==> src/rtl/mips_pkg.sv <==
// Shared MIPS core definitions: opcodes, fetch buffer entry and IF-stage state encoding.
package mips_pkg;

  localparam logic [5:0] OP_RTYPE = 6'h00;
  localparam logic [5:0] OP_ADDI  = 6'h08;
  localparam logic [5:0] OP_BEQ   = 6'h04;
  localparam logic [5:0] OP_LW    = 6'h23;
  localparam logic [5:0] OP_LH    = 6'h21;
  localparam logic [5:0] OP_LHU   = 6'h25;
  localparam logic [5:0] OP_SW    = 6'h2B;

  // Widest PC a fetch entry can carry; the IF stage zero-extends narrower PCs into it.
  localparam int IFU_ADDR_W = 32;

  typedef struct packed {
    logic [IFU_ADDR_W-1:0] pc;
    logic [31:0]           instr;
  } fetch_entry_t;

  typedef enum logic [1:0] {
    FETCH = 2'd0,
    WAIT  = 2'd1,
    DRAIN = 2'd2
  } ifu_state_t;

  function automatic logic [5:0] opcode_of(input logic [31:0] instr);
    return instr[31:26];
  endfunction

endpackage

==> src/rtl/ifu_fifo.sv <==
// Synchronous FIFO of fetch entries with clear; push and pop may coincide even when full.
module ifu_fifo
  import mips_pkg::*;
#(
  parameter int DEPTH = 2
) (
  input  logic                     clk,
  input  logic                     rst_n,
  input  logic                     clear,
  input  logic                     push,
  input  logic                     pop,
  input  fetch_entry_t             push_data,
  output fetch_entry_t             head,
  output logic [$clog2(DEPTH):0]   count,
  output logic                     full,
  output logic                     empty
);
  localparam int PTR_W = $clog2(DEPTH);
  localparam logic [PTR_W:0] FULL_CNT = (PTR_W + 1)'(DEPTH);

  fetch_entry_t     mem_r [DEPTH];
  logic [PTR_W-1:0] wr_ptr_r;
  logic [PTR_W-1:0] rd_ptr_r;
  logic [PTR_W:0]   count_r;
  logic             do_push_s;
  logic             do_pop_s;

  // Qualify requests: clear wins, pop needs data, push needs room unless a pop frees it.
  always_comb begin
    do_pop_s  = pop && (count_r != '0) && !clear;
    do_push_s = push && !clear && ((count_r != FULL_CNT) || do_pop_s);
  end

  // Pointer and occupancy bookkeeping.
  always_ff @(posedge clk) begin
    if (!rst_n) begin
      wr_ptr_r <= '0;
      rd_ptr_r <= '0;
      count_r  <= '0;
    end else if (clear) begin
      wr_ptr_r <= '0;
      rd_ptr_r <= '0;
      count_r  <= '0;
    end else begin
      if (do_push_s) wr_ptr_r <= wr_ptr_r + 1'b1;
      if (do_pop_s)  rd_ptr_r <= rd_ptr_r + 1'b1;
      case ({do_push_s, do_pop_s})
        2'b10:   count_r <= count_r + 1'b1;
        2'b01:   count_r <= count_r - 1'b1;
        default: count_r <= count_r;
      endcase
    end
  end

  // Entry storage.
  always_ff @(posedge clk) begin
    if (do_push_s) mem_r[wr_ptr_r] <= push_data;
  end

  // Status and head presentation.
  always_comb begin
    head  = mem_r[rd_ptr_r];
    count = count_r;
    full  = (count_r == FULL_CNT);
    empty = (count_r == '0);
  end

endmodule

==> src/rtl/instr_fetch_unit.sv <==
// IF stage: owns the PC, issues one imem request at a time and buffers words for decode.
// Optional decode-stall counter is built only when IFU_STALL_CNT_EN is defined.
module instr_fetch_unit
  import mips_pkg::*;
#(
  parameter int                ADDR_W    = 32,
  parameter logic [ADDR_W-1:0] RESET_PC  = '0,
  parameter int                BUF_DEPTH = 2
) (
  input  logic              clk,
  input  logic              rst_n,
  output logic              imem_req,
  output logic [ADDR_W-1:0] imem_addr,
  input  logic              imem_gnt,
  input  logic              imem_rvalid,
  input  logic [31:0]       imem_rdata,
  output logic              if_valid,
  input  logic              if_ready,
  output logic [31:0]       if_instr,
  output logic [ADDR_W-1:0] if_pc,
  output logic [5:0]        next_opCode,
  input  logic              redirect,
  input  logic [ADDR_W-1:0] redirect_pc,
  output logic [31:0]       stall_cnt
);
  localparam int CNT_W = $clog2(BUF_DEPTH) + 1;

  ifu_state_t        state_r;
  ifu_state_t        state_nxt_s;
  logic [ADDR_W-1:0] pc_r;
  logic [ADDR_W-1:0] issued_pc_r;
  logic              run_r;
  logic              grant_s;
  logic              push_s;
  logic              pop_s;
  logic              buf_full_s;
  logic              buf_empty_s;
  logic [CNT_W-1:0]  buf_count_s;
  logic [CNT_W-1:0]  free_slots_s;
  logic [CNT_W-1:0]  outstanding_s;
  fetch_entry_t      push_entry_s;
  fetch_entry_t      head_s;
  logic              redirect_pc_unused_s;

  ifu_fifo #(
    .DEPTH (BUF_DEPTH)
  ) u_fifo (
    .clk       (clk),
    .rst_n     (rst_n),
    .clear     (redirect),
    .push      (push_s),
    .pop       (pop_s),
    .push_data (push_entry_s),
    .head      (head_s),
    .count     (buf_count_s),
    .full      (buf_full_s),
    .empty     (buf_empty_s)
  );

  // Slot accounting: a request may only go out while a free slot is left beyond any pending one.
  always_comb begin
    free_slots_s         = CNT_W'(BUF_DEPTH) - buf_count_s;
    outstanding_s        = CNT_W'(state_r != FETCH);
    grant_s              = imem_req && imem_gnt;
    pop_s                = if_valid && if_ready;
    redirect_pc_unused_s = ^redirect_pc[1:0];
  end

  // FSM state register.
  always_ff @(posedge clk) begin
    if (!rst_n) begin
      state_r <= FETCH;
    end else begin
      state_r <= state_nxt_s;
    end
  end

  // FSM next state; a redirect turns any still-pending response into one to discard.
  always_comb begin
    state_nxt_s = state_r;
    case (state_r)
      FETCH: begin
        if (grant_s) state_nxt_s = redirect ? DRAIN : WAIT;
        else         state_nxt_s = FETCH;
      end
      WAIT: begin
        if (imem_rvalid)   state_nxt_s = FETCH;
        else if (redirect) state_nxt_s = DRAIN;
        else               state_nxt_s = WAIT;
      end
      DRAIN: begin
        if (imem_rvalid) state_nxt_s = FETCH;
        else             state_nxt_s = DRAIN;
      end
      default: state_nxt_s = FETCH;
    endcase
  end

  // FSM outputs: request issue and buffer push.
  always_comb begin
    imem_req = 1'b0;
    push_s   = 1'b0;
    case (state_r)
      FETCH:   imem_req = run_r && (free_slots_s > outstanding_s);
      WAIT:    push_s   = imem_rvalid && !redirect && (!buf_full_s || pop_s);
      DRAIN:   push_s   = 1'b0;
      default: imem_req = 1'b0;
    endcase
  end

  // Entry captured on a response: PC of the request that produced it.
  always_comb begin
    push_entry_s       = '0;
    push_entry_s.pc    = IFU_ADDR_W'(issued_pc_r);
    push_entry_s.instr = imem_rdata;
  end

  // PC, issued PC and run flag; run_r holds the request off for the cycle reset is seen.
  always_ff @(posedge clk) begin
    if (!rst_n) begin
      pc_r        <= RESET_PC;
      issued_pc_r <= RESET_PC;
      run_r       <= 1'b0;
    end else begin
      run_r <= 1'b1;
      if (redirect)     pc_r <= {redirect_pc[ADDR_W-1:2], 2'b00};
      else if (grant_s) pc_r <= pc_r + ADDR_W'(4);
      else              pc_r <= pc_r;
      if (grant_s) issued_pc_r <= pc_r;
    end
  end

  assign imem_addr = pc_r;

  // Decode-facing view of the buffer head; an empty buffer reads as an R-type bubble.
  always_comb begin
    if_valid = !buf_empty_s;
    if_instr = head_s.instr;
    if_pc    = head_s.pc[ADDR_W-1:0];
    if (!buf_empty_s) next_opCode = opcode_of(head_s.instr);
    else              next_opCode = OP_RTYPE;
  end

`ifdef IFU_STALL_CNT_EN
  logic [31:0] stall_cnt_r;

  // Saturating count of cycles decode holds a valid head.
  always_ff @(posedge clk) begin
    if (!rst_n) begin
      stall_cnt_r <= 32'h0;
    end else if (if_valid && !if_ready && (stall_cnt_r != 32'hFFFF_FFFF)) begin
      stall_cnt_r <= stall_cnt_r + 32'h1;
    end else begin
      stall_cnt_r <= stall_cnt_r;
    end
  end

  assign stall_cnt = stall_cnt_r;
`else
  assign stall_cnt = 32'h0;
`endif

endmodule
==> config.mk <==
export PLATFORM = sky130hd
export DESIGN_NAME = instr_fetch_unit
export DESIGN_NICKNAME = d
export VERILOG_FILES = /design/src/rtl/mips_pkg.sv /design/src/rtl/ifu_fifo.sv /design/src/rtl/instr_fetch_unit.sv
export SDC_FILE = /design/constraint.sdc
export NUM_CORES = 1
export LEC_CHECK = 0
export CAP_MARGIN = 10
export CORE_AREA = 4 4 135 137
export CTS_CLUSTER_SIZE = 8
export DETAILED_ROUTE_END_ITERATION = 8
export DIE_AREA = 0 0 139 141
export GPL_TIMING_DRIVEN = 0
export PLACE_DENSITY = 0.84
export SKIP_LAST_GASP = 1
export SYNTH_ARGS = -nofsm -noshare
export SYNTH_HDL_FRONTEND = slang
export SYNTH_SLANG_ARGS = --single-unit
==> constraint.sdc <==
create_clock -name clk -period 6.8 [get_ports clk]
set_input_delay 2.04 -clock clk [delete_from_list [all_inputs] [get_ports clk]]
set_output_delay 2.04 -clock clk [all_outputs]
set_load 0.005 [all_outputs]
Word level (Yosys, flattened, before mapping)
Memory sizes are Yosys's and may differ from the RTL's. A register that Yosys moved wholly into a read port is not among the register bits.
Cells that the tools add are included.
{"block": "totals", "memories": 1, "output_inout_bits": 136, "input_bits": 70, "reg_bits": 71, "word_cells": 60, "ram_bits": 128}
{"block": "op_classes", "n_eq_ne": 6, "magnitude_cmp": 1, "add_sub_neg": 6, "muxes": 16, "n_bitwise": 1, "reduce_logical": 21}
{"memory": "u_fifo.mem_r", "depth": 2, "width": 64, "read_ports": 1, "rd_clocked_by_memory_dff": 1, "write_ports": 1, "line_no": "ifu_fifo.sv:21", "text": "fetch_entry_t mem_r [DEPTH];"}
{"operator": "$mux 32", "count": 2}
{"operator": "$add 32x3->32 const B", "count": 1}
{"operator": "$logic_and 1x1->1", "count": 9}
{"operator": "$mux 2", "count": 4}
{"operator": "$reduce_bool 2->1", "count": 4}
{"operator": "$mux 1", "count": 7}
{"operator": "$eq 2x2->1 const B", "count": 3}
{"operator": "$mux 6", "count": 1}
{"operator": "$pmux 2 s3", "count": 1}
{"operator": "$eq 2x1->1 const B", "count": 2}
{"operator": "$logic_not 2->1", "count": 2}
{"operator": "$pmux 2 s2", "count": 1}
{"operator": "$logic_not 1->1", "count": 3}
{"operator": "$add 1x1->1 const B", "count": 2}
{"operator": "$add 2x1->2 const B", "count": 1}
{"operator": "$gt 2x1->1", "count": 1}
{"operator": "$logic_or 1x1->1", "count": 2}
{"operator": "$ne 2x2->1 const B", "count": 1}
{"operator": "$reduce_or 2->1", "count": 1}
{"operator": "$sub 2x1->2 const B", "count": 1}
{"operator": "$sub 2x2->2 const A", "count": 1}
{"operator": "$not 1->1", "count": 1}

Logic depth before layout (Yosys ltp)
Gate-level depths: netlist (run 1).
{"block": "depth", "depth_word": 10, "mapped_depth": 9, "ltp_nobuf": 9}

Hierarchy
Synthesis (run 1) repeated with hierarchy kept, for this count alone.
{"block": "unflattened", "cells_unflattened": 626, "hier_area_um2": 8127.8}
{"module": "ifu_fifo", "area_per_inst_um2": 4869.7, "instances": 1, "seq_area_each_um2": 3943.8, "cells_per_inst": 230}
{"module": "instr_fetch_unit", "area_per_inst_um2": 3258.1, "instances": 1, "seq_area_each_um2": 1261.2, "cells_per_inst": 396}

Least setup slack after synthesis (run 1)
OpenSTA, ideal clock, no wires.
{"block": "synth_timing", "kind": "input to register", "startpoint": "in redirect", "endpoint": "mem u_fifo.mem_r[0][0] in the netlist's numbering, enable pin", "setup_ns": 0.482, "cell_stages": 5, "arrival_time_ns": 5.585, "slack_ns": 0.733, "required_ns": 6.318, "n_path_buf": 1, "path_cell_list": "buf_2 > or3b_2 > a21boi_1 > inv_1 > nor2_1"}
{"block": "synth_via", "elab_chain_cells": 8}
{"item": "from (decl)", "line_no": "instr_fetch_unit.sv:22", "text": "input logic redirect,"}
{"item": "$logic_not 1->1 (*)", "line_no": "ifu_fifo.sv:30, ifu_fifo.sv:31, instr_fetch_unit.sv:105"}
{"item": "$logic_and 1x1->1 (2 in a row)", "line_no": "instr_fetch_unit.sv:105", "text": "WAIT: push_s = imem_rvalid && !redirect && (!buf_full_s || pop_s);"}
{"item": "$mux 1", "line_no": "instr_fetch_unit.sv:103", "text": "case (state_r)"}
{"item": "$logic_and 1x1->1", "line_no": "ifu_fifo.sv:31", "text": "do_push_s = push && !clear && ((count_r != FULL_CNT) || do_pop_s);"}
{"item": "$logic_and 1x1->1 (*)", "line_no": "ifu_fifo.sv:31"}
{"item": "$mux 1 (*)", "line_no": "ifu_fifo.sv:57", "text": "if (do_push_s) mem_r[wr_ptr_r] <= push_data;"}
{"item": "$mux 1 (implied by the code) (*)", "line_no": "ifu_fifo.sv:57"}
{"item": "to (decl)", "line_no": "ifu_fifo.sv:21"}
Every way passes the cells marked *; elsewhere a longest branch is shown, timed or not.

==> results of run 1 <==
## routing by layer
metal | global-route usage [%] | share of wire, %
met1 | 25.1 | 42
met5 | 0 | 0
met4 | 6.54 | 2.3
met2 | 32.9 | 49
met3 | 4.85 | 6.5
## where the power goes
group	switching, mW	total [mW]	leakage [nW]	internal [mW]
logic	0.0767	0.177	1.87	0.100
registers	0.0291	1.29	1.75	1.26
clock network	0.451	0.931	0.271	0.480
## state kept, by name, indices dropped and copies added (netlist names), named ones only
name,flops
u_fifo.wr_ptr_r,1
imem_addr,30
u_fifo.count,2
run_r,1
state_r,2
issued_pc_r,30
u_fifo.mem_r,124
u_fifo.rd_ptr_r,1
## through the flow
step | cell area (um^2) | setup TNS (ps) | hold slack, ps | instances | power (mW)
2_1_floorplan | 8290 | 0 | 425 | 687 | 1.38
3_3_place_gp | 10200 | -75840 | 430 | 1078 | 1.48
3_5_place_dp | 10300 | 0 | 441 | 1080 | 1.49
4_1_cts | 10800 | 0 | 457 | 1112 | 2.41
5_1_grt | 10800 | 0 | 467 | 1112 | 2.48
6_report | 10800 | 0 | 456 | 1112 | 2.39
## cells by family after synthesis
family,after synthesis
AOI/OAI and AO/OA,101
xor gates and xnor gates,10
adders and majority gates,5
buffers and inverters,81
DFF,192
muxes,64
other,1
and+or+nand+nor,198
## layout by cell type, fill, tap and decap left out, types with 3 or more instances in the layout
master           instances
a211oi_1                 3
a21oi_1                 37
a31oi_1                 12
and2_1                  11
and3_1                   7
and4_1                   4
buf_2                   17
buf_4                   37
clkbuf_1                16
clkbuf_16               17
clkdlybuf4s50_1        166
conb_1                  36
dfxtp_1                 68
edfxtp_1               124
ha_1                     5
inv_1                    5
inv_6                    4
inv_8                    3
mux2_2                  63
nand2_1                 75
nand3_1                 19
nand4_1                 13
nor2_1                  16
nor2b_1                  3
nor3_1                   5
nor3b_1                  6
nor4_1                   4
o211ai_1                 4
o21ai_0                 26
o31a_1                   4
o31ai_1                  4
or3_1                    8
or4_1                    7
xnor2_1                  3
xor2_1                   7
## synthesized netlist by cell type, types with 13 or more instances
library cell,count
edfxtp_1,124
nand2_1,75
dfxtp_1,68
mux2_2,63
a21oi_1,37
buf_4,37
o21ai_0,26
nand3_1,19
buf_2,17
nor2_1,17
clkbuf_1,16
nand4_1,13
## how the worst max path moves through the flow
stage / startpoint / end / slack, ps / cells past startpoint
floorplan: redirect / u_fifo.mem_r[0][0]$_DFFE_PP_ / 730 / 5
global placement: if_ready / u_fifo.mem_r[0][37]$_DFFE_PP_ / -1230 / 5
detailed placement: if_ready / u_fifo.mem_r[1][37]$_DFFE_PP_ / 2240 / 4
CTS: flip-flop / if_pc[10] / 1800 / 5
global route: flip-flop / if_pc[9] / 1680 / 5
finish: flip-flop / if_pc[10] / 1890 / 5
## cell type report
type,instances,area (um^2)
buffer,74,464
fill,1320,6230
timing repair buffer,168,1700
sequential,192,5080
multi-input combinational,414,2720
clock buffer,17,425
tap,225,282
inverter,7,26.3
clock inverter,15,124
## critical path, cell delays in order, from the launching register on
cell             delay [ps]
dfxtp_1                 310
clkbuf_1                390
buf_1                   480
buf_2                   390
mux2_2                  370
clkdlybuf4s50_1         490
==> summary.txt, run 1 <==
Power and ir drop
  – LEAKAGE: 3.88 nW
  – VDD IR max: 0.175 mV
  – PwrDens: 221 mW/mm^2

Timing
  – Minimum clock period: 4910 ps
  – Fin worst setup slack: 1890 ps
  – Slew at the pin closest to its max-slew limit: 924 ps
  – Max-slew violation count: 0
  – Slew Limit Headroom: 38.4%
  – RSZ-0062 raised after global routing: false
  – Maximum clock rate: 0.204 GHz
  – Skew final: 11.7 ps
  – Crit share post-route: 72.2%
  – Final number of hold-violating endpoints: 0
  – Count of final setup violators: 0

Clock network
  – TritonCTS clock tree: done
  – H-Tree Depth: 4
  – Cts hold-fix bufs: 0
  – Num CTS Buffers: 17
  – CTS max path bufs: 2
  – Clk_lat worst skew: 430 ps
  – Root buffer selected by CTS: clkbuf_16
  – Post-CTS setup repair buffer count: 0
  – Clock-pin slew on the worst setup and hold paths: 70 ps
  – CTS sink count: 192
  – PostCTS Resize Cnt: 0

Drt
  – Avg Vias per Cell: 5.23
  – Detailed Route WL: 19400 um
  – DRT Pass-1 Iters: 4
  – Routed Antenna Nets: 0
  – Vias post-DR: 5819
  – Initial DRC count: 444
  – Number of remaining DRC errors: 0
  – WL/cell: 17.4 um

Global routing
  – Congestion Overflow GR: 0
  – Number of global-route vias before repair: 5746
  – Largest net degree at the start of global routing: 63
  – Initial antenna violation count: 0
  – First-pass GRT wire length: 30500 um
  – Tot GR Track Use: 19.6%

Run
  – MaxCap Viol Count: 0

Synthesis
  – Synth Area in Simple Gates: 13.4%
  – Syn avg cell area: 12.5 um^2
  – Top post-synthesis cells by area: edfxtp_1 (46%), dfxtp_1 (17%), mux2_2 (8.7%)
  – Synth Area in Compound Gates: 7.52%
  – Syn Inst Count: 652
  – Most used DFF post-synth: edfxtp_1
  – Synth top area share: 45.7%
  – Sequential area share after synthesis: 62.3%
  – Post-synth ARST share: 0%
  – Synth unique cells: 58
  – Main combinational cell family by area after synthesis: simple AND/OR/NAND/NOR gates
  – Post-synthesis mux area share: 8.84%
  – Yosys reg bits: 192
  – Xor and xnor area share after synthesis: 1.07%
  – Synthesis Warnings: 0
  – Area leader, netlist: edfxtp_1
  – Cell Area, Synth: 0.00816 mm^2
  – Post-synth EDFFs: 124
  – Post-Synth Adder-Cell Area: 0.767%

Worst setup path
  – Reg2Reg Setup Slack: 4080 ps
  – Critical path type: flip-flop to output pin
  – Setup crit start kind: flip-flop
  – RR Startpoint: u_fifo.count[0]$_SDFFE_PP0P_
  – Worst Setup End Kind: output pin
  – Worst reg2reg endpoint: u_fifo.mem_r[1][1]$_DFFE_PP_
  – Critical Path RT: 4760 ps
  – Crit path DAT: 2870 ps
  – Crit path max fanout: 10
  – Worst r2r path cells: 5

Finish
  – N_diodes: 0
  – Final Util: 63.5%
  – Final nets: 949
  – Area grow syn2layout: 32.8%
  – Share of cells above drive strength 1: 19.1%

Placement
  – Hpwl dp: 13900 um
  – Post-Place Setup Slack: 2240 ps
  – IO buf count: 166
  – Routability Congestion: 0.888

Floorplanning
  – Initial cell density of the core: 47.8%
  – Die width: 139 um
  – Row cnt: 48
  – Die H: 141 um
  – IO Count: 206
  – Core Box Area: 0.0171 mm^2
  – Die ar.: 0.0196 mm^2

Worst hold path
  – Worst Hold Launch: issued_pc_r[8]$_SDFFE_PN0N_
  – Hold path cells: 0
  – Hold Path Sink: u_fifo.mem_r[0][40]$_DFFE_PP_
  – Hold Path Class: flip-flop to flip-flop

Status
  – Status: complete, no violations
Note: power is estimated with default switching activity, not from simulation.
==> run 2, diff against run 1 <==
==> constraint.sdc (replaced) <==
create_clock -name clk -period 4.7 [get_ports clk]
set_input_delay 1.41 -clock clk [delete_from_list [all_inputs] [get_ports clk]]
set_output_delay 1.41 -clock clk [all_outputs]
set_load 0.005 [all_outputs]
==> run 2 against run 1 <==
Effect of this change:
- die area did not move
- combinational power grew 44%
- first-iteration DRC count is 23% lower
- cell count stayed put
- final area grew 0.88%
- sequential cell count is the same
- worst hold slack about the same
- critical path type unchanged
- highest routed layer unchanged
==> summary.txt, run 2 (synthesis gave the netlist of run 1 again) <==
Status
  – Status: complete, no violations

Timing
  – Slew at the pin closest to its max-slew limit: 882 ps
  – Final number of hold-violating endpoints: 0
  – Post-route setup TNS: 0 ps
  – Crit share post-route: 92.2%
  – Count of final setup violators: 0
  – RSZ-0062 raised after global routing: false
  – Max-slew violation count: 0
  – Slew Limit Headroom: 41.2%
  – Minimum clock period: 4330 ps
  – Fin Hold WS: 456 ps
  – Maximum clock rate: 0.231 GHz
  – Skew final: 9.30 ps

Finish
  – Final nets: 949
  – Most flops, register: u_fifo.mem_r
  – Max reg flops: 124
  – N_diodes: 0
  – Most common cell after layout, fill and taps aside: clkdlybuf4s50_1
  – Area grow syn2layout: 33.9%
  – Fin cells: 1112
  – Storage element area: 0.00508 mm^2
  – Commonest non-fill, non-tap cells in the layout: clkdlybuf4s50_1 (166), edfxtp_1 (124), nand2_1 (75)
  – Area of the multi-input gates: 0.00272 mm^2
  – Share of cells above drive strength 1: 18.9%
  – Filler cells: 1349

Power and ir drop
  – Seq pwr share: 51.0%
  – Comb power frac: 7.0%
  – LEAKAGE: 3.92 nW
  – VDD IR max: 0.285 mV
  – PwrDens: 334 mW/mm^2
  – Pwr Total: 3.65 mW
  – Cell Int Power: 2.86 mW
  – Switching pwr: 789 uW
  – Clock power frac: 42.0%
  – Sw Share: 21.6%

Global routing
  – Tot GR Track Use: 19.6%
  – First-pass GRT wire length: 30500 um
  – Number of global-route vias before repair: 5789
  – Initial antenna violation count: 0
  – Congestion Overflow GR: 0
  – Largest net degree at the start of global routing: 63

Drt
  – Vias post-DR: 5848
  – Initial DRC count: 342
  – DRT Pass-1 Iters: 5
  – WL/cell: 17.4 um
  – Routed Antenna Nets: 0
  – Avg Vias per Cell: 5.26
  – Detailed Route WL: 19300 um
  – Number of remaining DRC errors: 0

Worst setup path
  – Critical path type: flip-flop to output pin
  – Critical Path RT: 3290 ps
  – Crit path DAT: 2920 ps
  – Crit path max fanout: 10
  – Worst Setup End Kind: output pin
  – Setup crit start kind: flip-flop

Floorplanning
  – Core Box Area: 0.0171 mm^2
  – Initial cell density of the core: 47.8%
  – Row cnt: 48
  – Die width: 139 um
  – IO Count: 206
  – Die ar.: 0.0196 mm^2
  – Die H: 141 um

Clock network
  – Clock-pin slew on the worst setup and hold paths: 70 ps
  – TritonCTS clock tree: done
  – Root buffer selected by CTS: clkbuf_16
  – Num CTS Buffers: 17
  – Post-CTS setup repair buffer count: 0
  – CTS sink count: 192
  – PostCTS Resize Cnt: 0
  – Clk_lat worst skew: 430 ps
  – CTS max path bufs: 2
  – H-Tree Depth: 4
  – Cts hold-fix bufs: 0

Run
  – MaxCap Viol Count: 0

Placement
  – Routability Congestion: 0.887
  – DP Cell Count: 1080
  – Hpwl dp: 14100 um
  – IO buf count: 166

Worst hold path
  – Hold Path Class: flip-flop to flip-flop
## run 2: final cells by class
class / count / share of cell area, %
sequential: 192 / 46.5
clock inverter: 12 / 1.55
inverter: 7 / 0.240
clock buffer: 20 / 4.28
tap: 225 / 2.58
buffer: 74 / 4.25
multi-input combinational: 414 / 24.9
timing repair buffer: 168 / 15.6
## run 2: final timing paths
kind | startpoint | to | slack (ps) | depth (start not counted)
worst max-delay path | flip-flop | if_pc[9] | 370 | 5
worst min-delay path | issued_pc_r[30]$_SDFFE_PN0N_ | u_fifo.mem_r[1][62]$_DFFE_PP_ | 460 | 0
worst max register to register | u_fifo.count[0]$_SDFFE_PP0P_ | u_fifo.mem_r[0][61]$_DFFE_PP_ | 1840 | 8
worst min register to register | issued_pc_r[30]$_SDFFE_PN0N_ | u_fifo.mem_r[1][62]$_DFFE_PP_ | 460 | 0
## run 2: power groups by stage
| stage | Sequential (mW) | Clock (mW) | Combinational [mW] |
|---|---|---|---|
| finish | 1.86 | 1.53 | 0.255 |
| global route | 1.87 | 1.63 | 0.278 |
| CTS | 1.86 | 1.55 | 0.254 |
| detailed placement | 1.90 | 0 | 0.252 |
| global placement | 1.90 | 0 | 0.246 |
| floorplan | 1.89 | 0 | 0.115 |
## run 2: critical path: stages, from the launching register on
cell             delay (ps)
dfxtp_1                 320
clkbuf_1                420
buf_1                   490
buf_2                   400
mux2_2                  370
clkdlybuf4s50_1         500
## run 2: stage by stage
step                      cell area [um^2]  util (%)  setup slack (ps)
after floorplan                       8290         -               299
after global placement               10200      60.0             -1000
after detailed placement             10300      60.3               690
after CTS                            10900      64.1               292
after global routing                 10900      64.1               178
final                                10900      64.1               365
## run 2: layer usage
layer  GRT usage (%)  share of wire [%]  wire length (um)
met4            6.13                1.5               299
met5               0                  0                 0
met2            33.9                 50              9760
met1            24.7                 41              7950
met3            4.38                6.9              1340
==> run 3, diff against run 2 <==
--- a/config.mk
+++ b/config.mk
@@ -6,12 +6,13 @@
 export NUM_CORES = 1
 export LEC_CHECK = 0
 export CAP_MARGIN = 10
-export CORE_AREA = 4 4 135 137
+export CORE_AREA = 4 4 133 135
 export CTS_CLUSTER_SIZE = 8
 export DETAILED_ROUTE_END_ITERATION = 8
-export DIE_AREA = 0 0 139 141
+export DIE_AREA = 0 0 137 139
+export DONT_BUFFER_PORTS = 1
 export GPL_TIMING_DRIVEN = 0
-export PLACE_DENSITY = 0.84
+export PLACE_DENSITY = 0.7
 export SKIP_LAST_GASP = 1
 export SYNTH_ARGS = -nofsm -noshare
 export SYNTH_HDL_FRONTEND = slang
==> constraint.sdc (replaced) <==
create_clock -name clk -period 4.7 [get_ports clk]
set_input_delay 1.175 -clock clk [delete_from_list [all_inputs] [get_ports clk]]
set_output_delay 1.175 -clock clk [all_outputs]
set_load 0.005 [all_outputs]
==> run 3 against run 2 <==
Effect of this change:
- clock power is essentially flat
- power shrank 3.2%
- critical path depth shrank 1
- register-to-register slack improved by 130 ps
- largest power group unchanged
==> summary.txt, run 3 (synthesis gave the netlist of run 1 again) <==
Run
  – MaxCap Viol Count: 0

Global routing
  – Number of global-route vias before repair: 5173
  – Initial antenna violation count: 3
  – Tot GR Track Use: 19.6%
  – First-pass GRT wire length: 28300 um
  – Largest net degree at the start of global routing: 63
  – Congestion Overflow GR: 0

Floorplanning
  – Row cnt: 47
  – Die ar.: 0.0190 mm^2
  – Die width: 137 um
  – Core Box Area: 0.0165 mm^2
  – Initial cell density of the core: 49.5%
  – IO Count: 206
  – Die H: 139 um

Worst hold path
  – Worst Hold Launch: issued_pc_r[9]$_SDFFE_PN0N_
  – Hold Path Class: flip-flop to flip-flop
  – Hold path cells: 0

Worst setup path
  – Reg2Reg Setup Slack: 1970 ps
  – RR Startpoint: u_fifo.count[0]$_SDFFE_PP0P_
  – Critical path type: flip-flop to output pin
  – Critical Path RT: 3520 ps
  – Crit path max fanout: 10
  – Worst Setup End Kind: output pin
  – Crit path DAT: 2420 ps
  – Worst r2r path cells: 5
  – Setup crit start kind: flip-flop

Timing
  – RSZ-0062 raised after global routing: false
  – Final number of hold-violating endpoints: 0
  – Maximum clock rate: 0.278 GHz
  – Slew at the pin closest to its max-slew limit: 863 ps
  – Post-route setup TNS: 0 ps
  – Count of final setup violators: 0
  – Fin worst setup slack: 1100 ps
  – Max-slew violation count: 0
  – Skew final: 14.0 ps
  – Slew Limit Headroom: 42.4%
  – Minimum clock period: 3600 ps
  – Crit share post-route: 76.6%

Clock network
  – Num CTS Buffers: 17
  – CTS max path bufs: 2
  – Root buffer selected by CTS: clkbuf_16
  – PostCTS Resize Cnt: 0
  – CTS sink count: 192
  – H-Tree Depth: 4
  – Clk_lat worst skew: 420 ps
  – Cts hold-fix bufs: 0
  – TritonCTS clock tree: done
  – Clock-pin slew on the worst setup and hold paths: 70 ps
  – Post-CTS setup repair buffer count: 0

Placement
  – Routability Congestion: 0.887
  – IO buf count: 0
  – DP Cell Count: 909
  – DP Area: 0.00861 mm^2
  – Hpwl dp: 13600 um
  – Post-Place Setup Slack: 1300 ps

Finish
  – Most common cell after layout, fill and taps aside: edfxtp_1
  – N_diodes: 0
  – Area grow syn2layout: 13.4%
  – Share of cells above drive strength 1: 23.2%
  – Cell area after layout: 0.00925 mm^2
  – Fin cells: 941
  – Final nets: 783
  – Most flops, register: u_fifo.mem_r
  – Max reg flops: 124
  – Commonest non-fill, non-tap cells in the layout: edfxtp_1 (124), nand2_1 (75), dfxtp_1 (68)
  – Filler cells: 1341

Drt
  – Routed Antenna Nets: 0
  – Avg Vias per Cell: 5.45
  – DRT Pass-1 Iters: 6
  – Number of remaining DRC errors: 0
  – Vias post-DR: 5126
  – Detailed Route WL: 18700 um
  – Initial DRC count: 324
  – WL/cell: 19.9 um

Status
  – Status: complete, no violations

Power and ir drop
  – PwrDens: 382 mW/mm^2
  – LEAKAGE: 3.28 nW
  – Pwr Total: 3.53 mW
  – VDD IR max: 0.299 mV
-- run 3: layout make-up --
class                   count  area, um^2  share of cell area, %
plain buffers              74         464                   5.02
clock buffers              17         425                   4.60
clock inverters            15         208                   2.25
inverters                   7        26.3                  0.284
multi-input cells         414        2720                   29.4
flip-flops and latches    192        5080                   55.0
well taps                 220         275                   2.98
repair buffers              2        40.0                  0.433
-- run 3: final timing paths --
check,endpoint
setup / recovery,if_pc[9]
setup reg to reg,u_fifo.mem_r[1][60]$_DFFE_PP_
hold reg to reg,u_fifo.mem_r[0][41]$_DFFE_PP_
hold / removal,u_fifo.mem_r[0][41]$_DFFE_PP_
-- run 3: per-stage QoR --
stage               hold slack (ps)  util (%)
floorplan                       425         -
global placement                430      52.0
detailed placement              441      52.3
CTS                             457      56.2
global route                    471      56.2
finish                          453      56.2
-- run 3: worst max-delay path, stage by stage (launching register included) --
cell	delay, ps
dfxtp_1	310
clkbuf_1	360
buf_1	510
buf_2	400
mux2_2	420
-- run 3: routing by layer --
layer / part of all wire, % / wire (um) / vias to the layer above / GRT usage [%]
li1: - / - / 2455 / -
met1: 38 / 7180 / 2405 / 22.6
met2: 48 / 9010 / 218 / 32.2
met3: 11 / 2050 / 42 / 7.51
met4: 2.5 / 462 / 6 / 8.61
met5: 0.18 / 33 / - / 0
-- run 3: where the power goes --
| part | switching (mW) | total, mW | internal (mW) | leakage, nW |
|---|---|---|---|---|
| logic | 0.0831 | 0.145 | 0.0622 | 1.24 |
| clock network | 0.617 | 1.52 | 0.898 | 0.299 |
| registers | 0.0508 | 1.87 | 1.82 | 1.75 |
